--- src/rtl/fifo_pkg.sv ---
// Shared FIFO definitions plus the state encoding of the serial transmitter
// that drains the byte FIFO.
package fifo_pkg;

  localparam int FIFO_DATA_W = 8;

  // One FIFO entry: the enable flag marks bytes that should go out on the wire.
  typedef struct packed {
    logic                   en;
    logic [FIFO_DATA_W-1:0] data;
  } t_fifo_data;

  // Transmitter sequence: fetch an entry, then frame it as start/data/stop.
  typedef enum logic [2:0] {
    IDLE,
    POP,
    WAIT,
    START,
    DATA,
    STOP
  } t_utx_state;

endpackage

--- src/rtl/fifo_uart_tx_bit_timer.sv ---
// Bit-period timer: counts 0..CLKS_PER_BIT-1 and flags the terminal count.
// Held at zero while cleared so each serial state starts on a full bit period.
module fifo_uart_tx_bit_timer #(
  parameter int CLKS_PER_BIT = 4
) (
  input  logic clk,
  input  logic reset,
  input  logic i_clr,
  output logic o_tick
);

  localparam int               CNT_W = (CLKS_PER_BIT > 1) ? $clog2(CLKS_PER_BIT) : 1;
  localparam logic [CNT_W-1:0] TERM  = CNT_W'(CLKS_PER_BIT - 1);

  logic [CNT_W-1:0] r_cnt;

  // Free-running modulo-CLKS_PER_BIT counter, restarted from zero while cleared.
  always_ff @(posedge clk) begin
    if (reset || i_clr) begin
      r_cnt <= '0;
    end else if (r_cnt == TERM) begin
      r_cnt <= '0;
    end else begin
      r_cnt <= r_cnt + CNT_W'(1);
    end
  end

  assign o_tick = (r_cnt == TERM) && !i_clr;

endmodule

--- src/rtl/fifo_uart_tx.sv ---
// FIFO-draining serial transmitter. Pops one entry at a time, discards entries
// whose enable flag is clear, and sends the rest as start/8 data/stop frames,
// LSB first, on a registered idle-high line.
module fifo_uart_tx
  import fifo_pkg::*;
#(
  parameter int CLKS_PER_BIT = 4,
  parameter int FIFO_RD_LAT  = 1,
  parameter int STOP_BITS    = 1
) (
  input  logic        clk,
  input  logic        reset,
  input  logic        enable,
  input  logic        empty,
  input  t_fifo_data  data_out,
  output logic        pop,
  output logic        tx,
  output logic        busy,
  output logic [15:0] sent_cnt,
  output logic [7:0]  drop_cnt
);

  // Last index of the read-latency wait and of the stop-bit sequence.
  localparam logic WAIT_LAST = 1'(FIFO_RD_LAT - 1);
  localparam logic STOP_LAST = 1'(STOP_BITS - 1);

  t_utx_state             r_state;
  logic                   r_pop;
  logic                   r_tx;
  logic                   r_busy;
  logic [FIFO_DATA_W-1:0] r_shift;
  logic [2:0]             r_bit_idx;
  logic                   r_stop_idx;
  logic                   r_wait_idx;
  logic [15:0]            r_sent_cnt;
  logic [7:0]             r_drop_cnt;

  logic                   w_tick;
  logic                   w_tmr_clr;

  // Saturating increment for the discard statistic.
  function automatic logic [7:0] sat_inc8(input logic [7:0] v);
    return (v == 8'hFF) ? v : v + 8'd1;
  endfunction

  // The timer only runs while a frame is on the wire; it is parked at zero
  // otherwise so the start bit gets a full period.
  assign w_tmr_clr = !((r_state == START) || (r_state == DATA) || (r_state == STOP));

  fifo_uart_tx_bit_timer #(
    .CLKS_PER_BIT (CLKS_PER_BIT)
  ) u_bit_timer (
    .clk    (clk),
    .reset  (reset),
    .i_clr  (w_tmr_clr),
    .o_tick (w_tick)
  );

  // Transmit sequencer: fetch, qualify, and serialise one entry at a time.
  always_ff @(posedge clk) begin
    if (reset) begin
      r_state    <= IDLE;
      r_pop      <= 1'b0;
      r_tx       <= 1'b1;
      r_busy     <= 1'b0;
      r_bit_idx  <= '0;
      r_stop_idx <= 1'b0;
      r_wait_idx <= 1'b0;
      r_sent_cnt <= '0;
      r_drop_cnt <= '0;
    end else begin
      r_pop <= 1'b0;
      case (r_state)
        IDLE: begin
          r_tx <= 1'b1;
          if (enable && !empty) begin
            r_state <= POP;
            r_pop   <= 1'b1;
            r_busy  <= 1'b1;
          end
        end
        POP: begin
          r_state    <= WAIT;
          r_wait_idx <= 1'b0;
        end
        WAIT: begin
          // Read data is valid only on the final latency cycle.
          if (r_wait_idx == WAIT_LAST) begin
            r_shift <= data_out.data;
            if (data_out.en) begin
              r_state <= START;
              r_tx    <= 1'b0;
            end else begin
              r_state    <= IDLE;
              r_busy     <= 1'b0;
              r_drop_cnt <= sat_inc8(r_drop_cnt);
            end
          end else begin
            r_wait_idx <= r_wait_idx + 1'b1;
          end
        end
        START: begin
          if (w_tick) begin
            r_state   <= DATA;
            r_tx      <= r_shift[0];
            r_shift   <= {1'b0, r_shift[FIFO_DATA_W-1:1]};
            r_bit_idx <= '0;
          end
        end
        DATA: begin
          if (w_tick) begin
            if (r_bit_idx == 3'd7) begin
              r_state    <= STOP;
              r_tx       <= 1'b1;
              r_stop_idx <= 1'b0;
            end else begin
              r_tx      <= r_shift[0];
              r_shift   <= {1'b0, r_shift[FIFO_DATA_W-1:1]};
              r_bit_idx <= r_bit_idx + 3'd1;
            end
          end
        end
        STOP: begin
          if (w_tick) begin
            if (r_stop_idx == STOP_LAST) begin
              r_state    <= IDLE;
              r_busy     <= 1'b0;
              r_sent_cnt <= r_sent_cnt + 16'd1;
            end else begin
              r_stop_idx <= r_stop_idx + 1'b1;
            end
          end
        end
        default: begin
          r_state <= IDLE;
          r_busy  <= 1'b0;
          r_tx    <= 1'b1;
        end
      endcase
    end
  end

  assign pop      = r_pop;
  assign tx       = r_tx;
  assign busy     = r_busy;
  assign sent_cnt = r_sent_cnt;
  assign drop_cnt = r_drop_cnt;

endmodule

--- config.mk ---
export PLATFORM = sky130hd
export DESIGN_NAME = fifo_uart_tx
export DESIGN_NICKNAME = d
export VERILOG_FILES = /design/src/rtl/fifo_pkg.sv /design/src/rtl/fifo_uart_tx_bit_timer.sv /design/src/rtl/fifo_uart_tx.sv
export SDC_FILE = /design/constraint.sdc
export NUM_CORES = 1
export LEC_CHECK = 0
export CAP_MARGIN = 10
export CORE_UTILIZATION = 46
export DETAILED_ROUTE_END_ITERATION = 10
export PLACE_DENSITY_LB_ADDON = 0.3
export SKIP_LAST_GASP = 1
export SLEW_MARGIN = 0
export SYNTH_ARGS = -nofsm -noshare
export SYNTH_HDL_FRONTEND = slang
export SYNTH_SLANG_ARGS = --single-unit
--- constraint.sdc ---
create_clock -name clk -period 1.8 [get_ports clk]
set_input_delay 0.18 -clock clk [delete_from_list [all_inputs] [get_ports clk]]
set_output_delay 0.18 -clock clk [all_outputs]
set_load 0.1 [all_outputs]
==> results of run 1 <==
[final cells by class]
class / instances / share of cell area
Multi-Input combinational cell: 159 / 0.4007
Sequential cell: 43 / 0.3594
Clock buffer: 8 / 0.03639
Timing Repair Buffer: 60 / 0.1770
Inverter: 3 / 0.004043
Tap cell: 50 / 0.02246
[per-layer routing]
layer  share of wire  global-route usage  vias up
met5               0                   0        -
met3           0.045             0.04605        7
met1            0.46              0.2548      798
met4           0.014             0.07653        0
met2            0.48              0.3211       37
li1                -                   -      889
[registers in the layout (all words and copies together) (netlist names)]
signal and count:
u_bit_timer.r_cnt 2, r_shift 8, drop_cnt 8, r_bit_idx 3
busy 1, tx 1, pop 1, r_state 3
sent_cnt 16
[worst max-delay path: cells and delay by family, from the launching register on]
| family | cells | cell delay [ns] |
|---|---|---|
| and+or+nand+nor | 2 | 0.69 |
| adders and majority gates | 2 | 0.31 |
| DFF | 1 | 0.34 |
| AOI/OAI and AO/OA | 2 | 0.30 |
[through the flow]
step,setup WS [ns],instances
4_1_cts,0.0009635,321
5_1_grt,-0.01649,323
6_report,0.04825,323
3_5_place_dp,-0.008265,313
3_3_place_gp,0.01344,313
2_1_floorplan,-0.02579,216
[cells in the mapped netlist, drive strengths merged, types with 3 or more instances]
cell type	instances
dfxtp	35
ha	5
and3	3
nand2	14
or3	3
clkbuf	8
a2111oi	3
nor2b	4
inv	3
xnor2	6
nand4b	5
buf	3
edfxtp	8
nor3	5
nand2b	5
nor2	28
mux2	9
xor2	9
nand4	7
nand3	5
a21oi	15
o21ai	7
nand3b	3
[where the power goes]
part           switching (mW)  internal, mW
combinational          0.0928        0.0703
clock                   0.306         0.359
sequential            0.00844         0.974
total                   0.408          1.40
[logic make-up (layout without fill, tap and decap cells)]
group,after synthesis,in the layout
and+or+nand+nor,92,92
DFF,43,43
AOI/OAI and AO/OA,36,36
xor gates and xnor gates,15,15
buffers and inverters,14,71
muxes,11,11
adders and majority gates,5,5
[final timing paths]
path	startpoint	to	slack (ns)	cells past startpoint
setup / recovery	r_bit_idx[0]$_SDFFE_PP0P_	tx$_SDFFE_PP1P_	0.05	6
hold / removal	u_bit_timer.r_cnt[0]$_SDFF_PP0_	u_bit_timer.r_cnt[0]$_SDFF_PP0_	0.45	1
setup reg to reg	r_bit_idx[0]$_SDFFE_PP0P_	tx$_SDFFE_PP1P_	0.05	6
hold reg to reg	u_bit_timer.r_cnt[0]$_SDFF_PP0_	u_bit_timer.r_cnt[0]$_SDFF_PP0_	0.45	1
[timing repair]
item,CTS,global route
gates resized for setup,3,10
hold buffers,0,0
buffers inserted,0,2
hold endpoints to repair,0,0
pin swaps,2,5
setup endpoints to repair,6,8
==> flow_summary.ini, run 1 <==
[grt]
grt_use_total = 0.1983
first_global_vias = 1591
antenna_found_initial = 0
overflow = 0
grt_max_degree = 19
grt_pass1_wl_um = 6920

[timing]
finalCriticalPeriod_ns = 1.752
finalHoldViolations = 0
rsz0062_at_grt = yes
hold_slack_ns = 0.4492
setup_viol = 0
timing.final.crit_share = 0.9732
max_freq_mhz = 570.9
worst_slew_pin_slew_ns = 0.3494
setup_tns_ns = 0
skew_ns = 0.003338
drv_slew = 0
timing.slew.headroom = 0.7610

[final_layout]
drive_gt1_frac = 0.3700
mostFrequentLayoutCells = buf_4, nor2_1, dfxtp_2
diodes = 0
fin_area_sq_um = 2785
area_growth_syn_to_layout_pct = 35.57
final_common_cell = buf_4
multi_input_area_sq_um = 1116
n_fill_cell = 359
nets = 290
regArea_sq_um = 1001
final_core_util = 0.6721

[place]
place_congestion = 0.8192
io_buffers = 39
post_dp_cell_area_sq_um = 2613
hpwlAfterDp_um = 3002

[setup_path]
cp_slowest_cell = or4b_4
cp_common_cell = ha_4
cp_slowest_stage_delay_ns = 0.57
arrival_ns = 1.93
path_max_fanout = 2
endpoint_kind = register
startpoint_type = register
crit_chain = ha_4, ha_4, or4b_4, nor2_2, a21oi_1, a311o_1
crit_type = reg -> reg
required_ns = 1.98

[logic_synthesis]
synth_nets = 234
yosysWarningCount = 0
syn_area_sq_um = 2054
yosysTopAreaCell = dfxtp_1
synthMuxAreaShare = 0.05907
ys_seq_area_frac = 0.4580
ys_seq_elements = 43
syn_inst = 216
synth-xor-area-share = 0.06395
synth_top_area_share = 0.3410
ys_types = 43
synth_top_family_by_area = simple AND/OR/NAND/NOR gates
yosys.area_share.simple = 0.2509
synthArstFlopShare = 0
synth_flop_cell = dfxtp_1
synth_area_leaders = dfxtp_1, edfxtp_1, nor2_1
synth_fa_ha_area_frac = 0.03045
synth_edf_count = 8
synth_compound_area_frac = 0.1102
syn_area_per_cell_sq_um = 9.511

[die]
die_x_um = 68.83
initial_core_util = 0.4958
core_area_sq_um = 4144
die_area_sq_um = 4738
rows = 23
die_h_um = 68.83
ios = 40

[routing]
ant_nets = 0
drt-pass1-iter-count = 4
drtIter0Drc = 102
dr_total_vias = 1731
wl_per_cell_um = 13.32
viasPerCell = 5.359
drc = 0
wirelength_um = 4303

[power]
vdd_drop_max_v = 0.0004380
p_leak_nw = 1.076
powerDensity_nw_per_um2 = 650.1
p_total_mw = 1.811

[outcome]
status = finished, final reports clean

[cts]
htreeDepth = 2
cts_inserted_buffers = 5
clock-sinks = 43
clock_latency_ns = 0.29
clk_pin_slew_ns = 0.08
cts_tree = yes
cts.path.max_buffers = 2
cts_root_buffer = clkbuf_8

[worst_hold_path]
hold_class = reg -> reg

[flow_run]
cap_violations = 0
Power figures use the tool's default switching activity.
==> inputs of run 2 (changes only) <==
--- a/config.mk
+++ b/config.mk
@@ -5,8 +5,10 @@
 export SDC_FILE = /design/constraint.sdc
 export NUM_CORES = 1
 export LEC_CHECK = 0
+export ABC_AREA = 1
 export CAP_MARGIN = 10
-export CORE_UTILIZATION = 46
+export CORE_MARGIN = 8
+export CORE_UTILIZATION = 47
 export DETAILED_ROUTE_END_ITERATION = 10
 export PLACE_DENSITY_LB_ADDON = 0.3
 export SKIP_LAST_GASP = 1
==> flow_summary.ini, run 2 <==
[power]
internal_power_mw = 1.693
clkPwrFrac = 0.218
powerDensity_nw_per_um2 = 1042
power_switching_share = 0.4005
power_frac_seq = 0.419
pwr-share-comb = 0.363
p_leak_nw = 1.174
vdd_drop_max_v = 0.0008590
switching_power_mw = 1.131

[routing]
drc = 0
dr_wl_met2_um = 2269
wl_met1_um = 2267
wirelength_um = 4800
wl_per_cell_um = 11.68
ant_nets = 0
drt-pass1-iter-count = 5
top_layer_used = met4
wl_met3_um = 201
drtIter0Drc = 136
dr_total_vias = 2011
viasPerCell = 4.893

[setup_path]
cpLargestDelayFamily = simple AND/OR/NAND/NOR gates
crit_chain = ha_1, ha_1, inv_1, nand2_2, nand2_1, and3_1
cp_slowest_cell = and3_1
cp_common_cell = ha_1
path_max_fanout = 8
cp_slowest_stage_delay_ns = 0.35
arrival_ns = 1.57
endpoint_kind = register
worst-path-buf-inv = 1
startpoint_type = register
crit_type = reg -> reg
required_ns = 1.77

[logic_synthesis]
synth_area_leaders = dfxtp_1, nand2_1, edfxtp_1
yosysMostFrequentCell = nand2_1
syn_inst = 311
syn_area_per_cell_sq_um = 7.145
yosysTopAreaCell = dfxtp_1
synth_top_area_share = 0.3153
yosysWarningCount = 0
synth_flop_cell = dfxtp_1
ys_types = 27
synth_edf_count = 8
synthArstFlopShare = 0
ys_seq_area_frac = 0.4234
synth_nets = 329
synth_common_cells = nand2_1, nor2_1, dfxtp_1
syn_area_sq_um = 2222
ys_seq_elements = 43

[timing]
max_freq_mhz = 623.2
worst_slew_pin_slew_ns = 0.3322
setup_viol = 0
timing.slew.headroom = 0.7785
fin_ws_ns = 0.1954
finalHoldViolations = 0
drv_slew = 0
finalCriticalPeriod_ns = 1.605
skew_ns = 0.005931
rsz0062_at_grt = no
hold_slack_ns = 0.4257
timing.final.crit_share = 0.8914

[cts]
cts.path.max_buffers = 2
cts_root_buffer = clkbuf_8
ctsHoldBuffers = 0
postCtsSetupBuffers = 0
cts_tree = yes
cts-resized-gates = 0
clock-sinks = 43
cts_inserted_buffers = 5
clk_pin_slew_ns = 0.08
htreeDepth = 2
clock_latency_ns = 0.30

[die]
die_h_um = 84.76
rows = 25
die_x_um = 84.76
initial_core_util = 0.4800
ios = 40
core_area_sq_um = 4629
die_area_sq_um = 7184

[final_layout]
nets = 374
drive_gt1_frac = 0.2129
largest_reg_flops = 16
area_growth_syn_to_layout_pct = 22.02
mostFrequentLayoutCells = nand2_1, nor2_1, buf_4
final_common_cell = nand2_1
diodes = 0

[grt]
grt_pass1_wl_um = 8314
grt_use_total = 0.1396
first_global_vias = 1854
overflow = 0
antenna_found_initial = 0
grt_max_degree = 19

[place]
place_congestion = 0.8391
hpwlAfterDp_um = 3636
io_buffers = 39
dp_slack_ns = 0.1936

[flow_run]
cap_violations = 0

[outcome]
status = finished, final reports clean

[worst_hold_path]
hold_class = reg -> reg
## run 2: logic make-up (layout without fill, tap and decap cells)
group / Yosys count / in the layout / synth area share
AO/OA/AOI/OAI: 33 / 33 / 0.07939
AND/OR/NAND/NOR: 182 / 182 / 0.3615
flip-flops: 43 / 43 / 0.4234
adder cells (fa/ha/maj): 5 / 5 / 0.02815
XOR/XNOR: 8 / 8 / 0.03153
buffers and inverters: 40 / 86 / 0.07601
## run 2: worst reg2reg max path: stages, from the launching register on
cell and delay (ns):
dfxtp_1 0.33, ha_1 0.20, ha_1 0.17, inv_1 0.06, nand2_2 0.08, nand2_1 0.08, and3_1 0.35
## run 2: through the flow
stage	setup TNS [ns]	power, mW	utilization	std cells	instance area [sq um]
floorplan	-0.006462	2.005	-	311	2241
global placement	0	2.227	0.5673	403	2626
detailed placement	0	2.242	0.5673	403	2626
CTS	0	2.853	0.5857	411	2711
global route	0	3.020	0.5857	411	2711
finish	0	2.825	0.5857	411	2711
## run 2: per-layer routing
layer | vias up | track usage
li1 | 1070 | -
met1 | 909 | 0.1624
met2 | 26 | 0.2362
met3 | 6 | 0.04195
met4 | 0 | 0.04854
met5 | - | 0
## run 2: power groups by stage
stage,sequential (mW),clock [mW],combinational (mW)
6_report,1.18,0.615,1.03
5_1_grt,1.20,0.664,1.16
4_1_cts,1.18,0.630,1.04
3_5_place_dp,1.21,0,1.03
3_3_place_gp,1.20,0,1.02
2_1_floorplan,1.40,0,0.601
## run 2: final timing paths
path	from	end	cells past startpoint	slack [ns]
worst max-delay path	r_bit_idx[0]$_SDFFE_PP0P_	r_shift[7]$_SDFFCE_PN0P_	6	0.20
worst min-delay path	u_bit_timer.r_cnt[0]$_SDFF_PP0_	u_bit_timer.r_cnt[0]$_SDFF_PP0_	1	0.43
worst min register to register	u_bit_timer.r_cnt[0]$_SDFF_PP0_	u_bit_timer.r_cnt[0]$_SDFF_PP0_	1	0.43
worst max register to register	r_bit_idx[0]$_SDFFE_PP0P_	r_shift[7]$_SDFFCE_PN0P_	6	0.20
## run 2: layout make-up
| class | instances | area, sq um |
|---|---|---|
| flip-flops and latches | 43 | 959.7 |
| well taps | 54 | 67.56 |
| clock inverters | 2 | 12.51 |
| fillers | 464 | 1918 |
| inverters | 35 | 133.9 |
| repair buffers | 43 | 352.8 |
| clock buffers | 6 | 72.57 |
| multi-input cells | 228 | 1112 |
==> inputs of run 3 (changes only) <==
--- a/config.mk
+++ b/config.mk
@@ -10,6 +10,7 @@
 export CORE_MARGIN = 8
 export CORE_UTILIZATION = 47
 export DETAILED_ROUTE_END_ITERATION = 10
+export GPL_ROUTABILITY_DRIVEN = 0
 export PLACE_DENSITY_LB_ADDON = 0.3
 export SKIP_LAST_GASP = 1
 export SLEW_MARGIN = 0
==> results of run 3 <==
No change in the layout: final DEF, timing and power equal those of run 2.
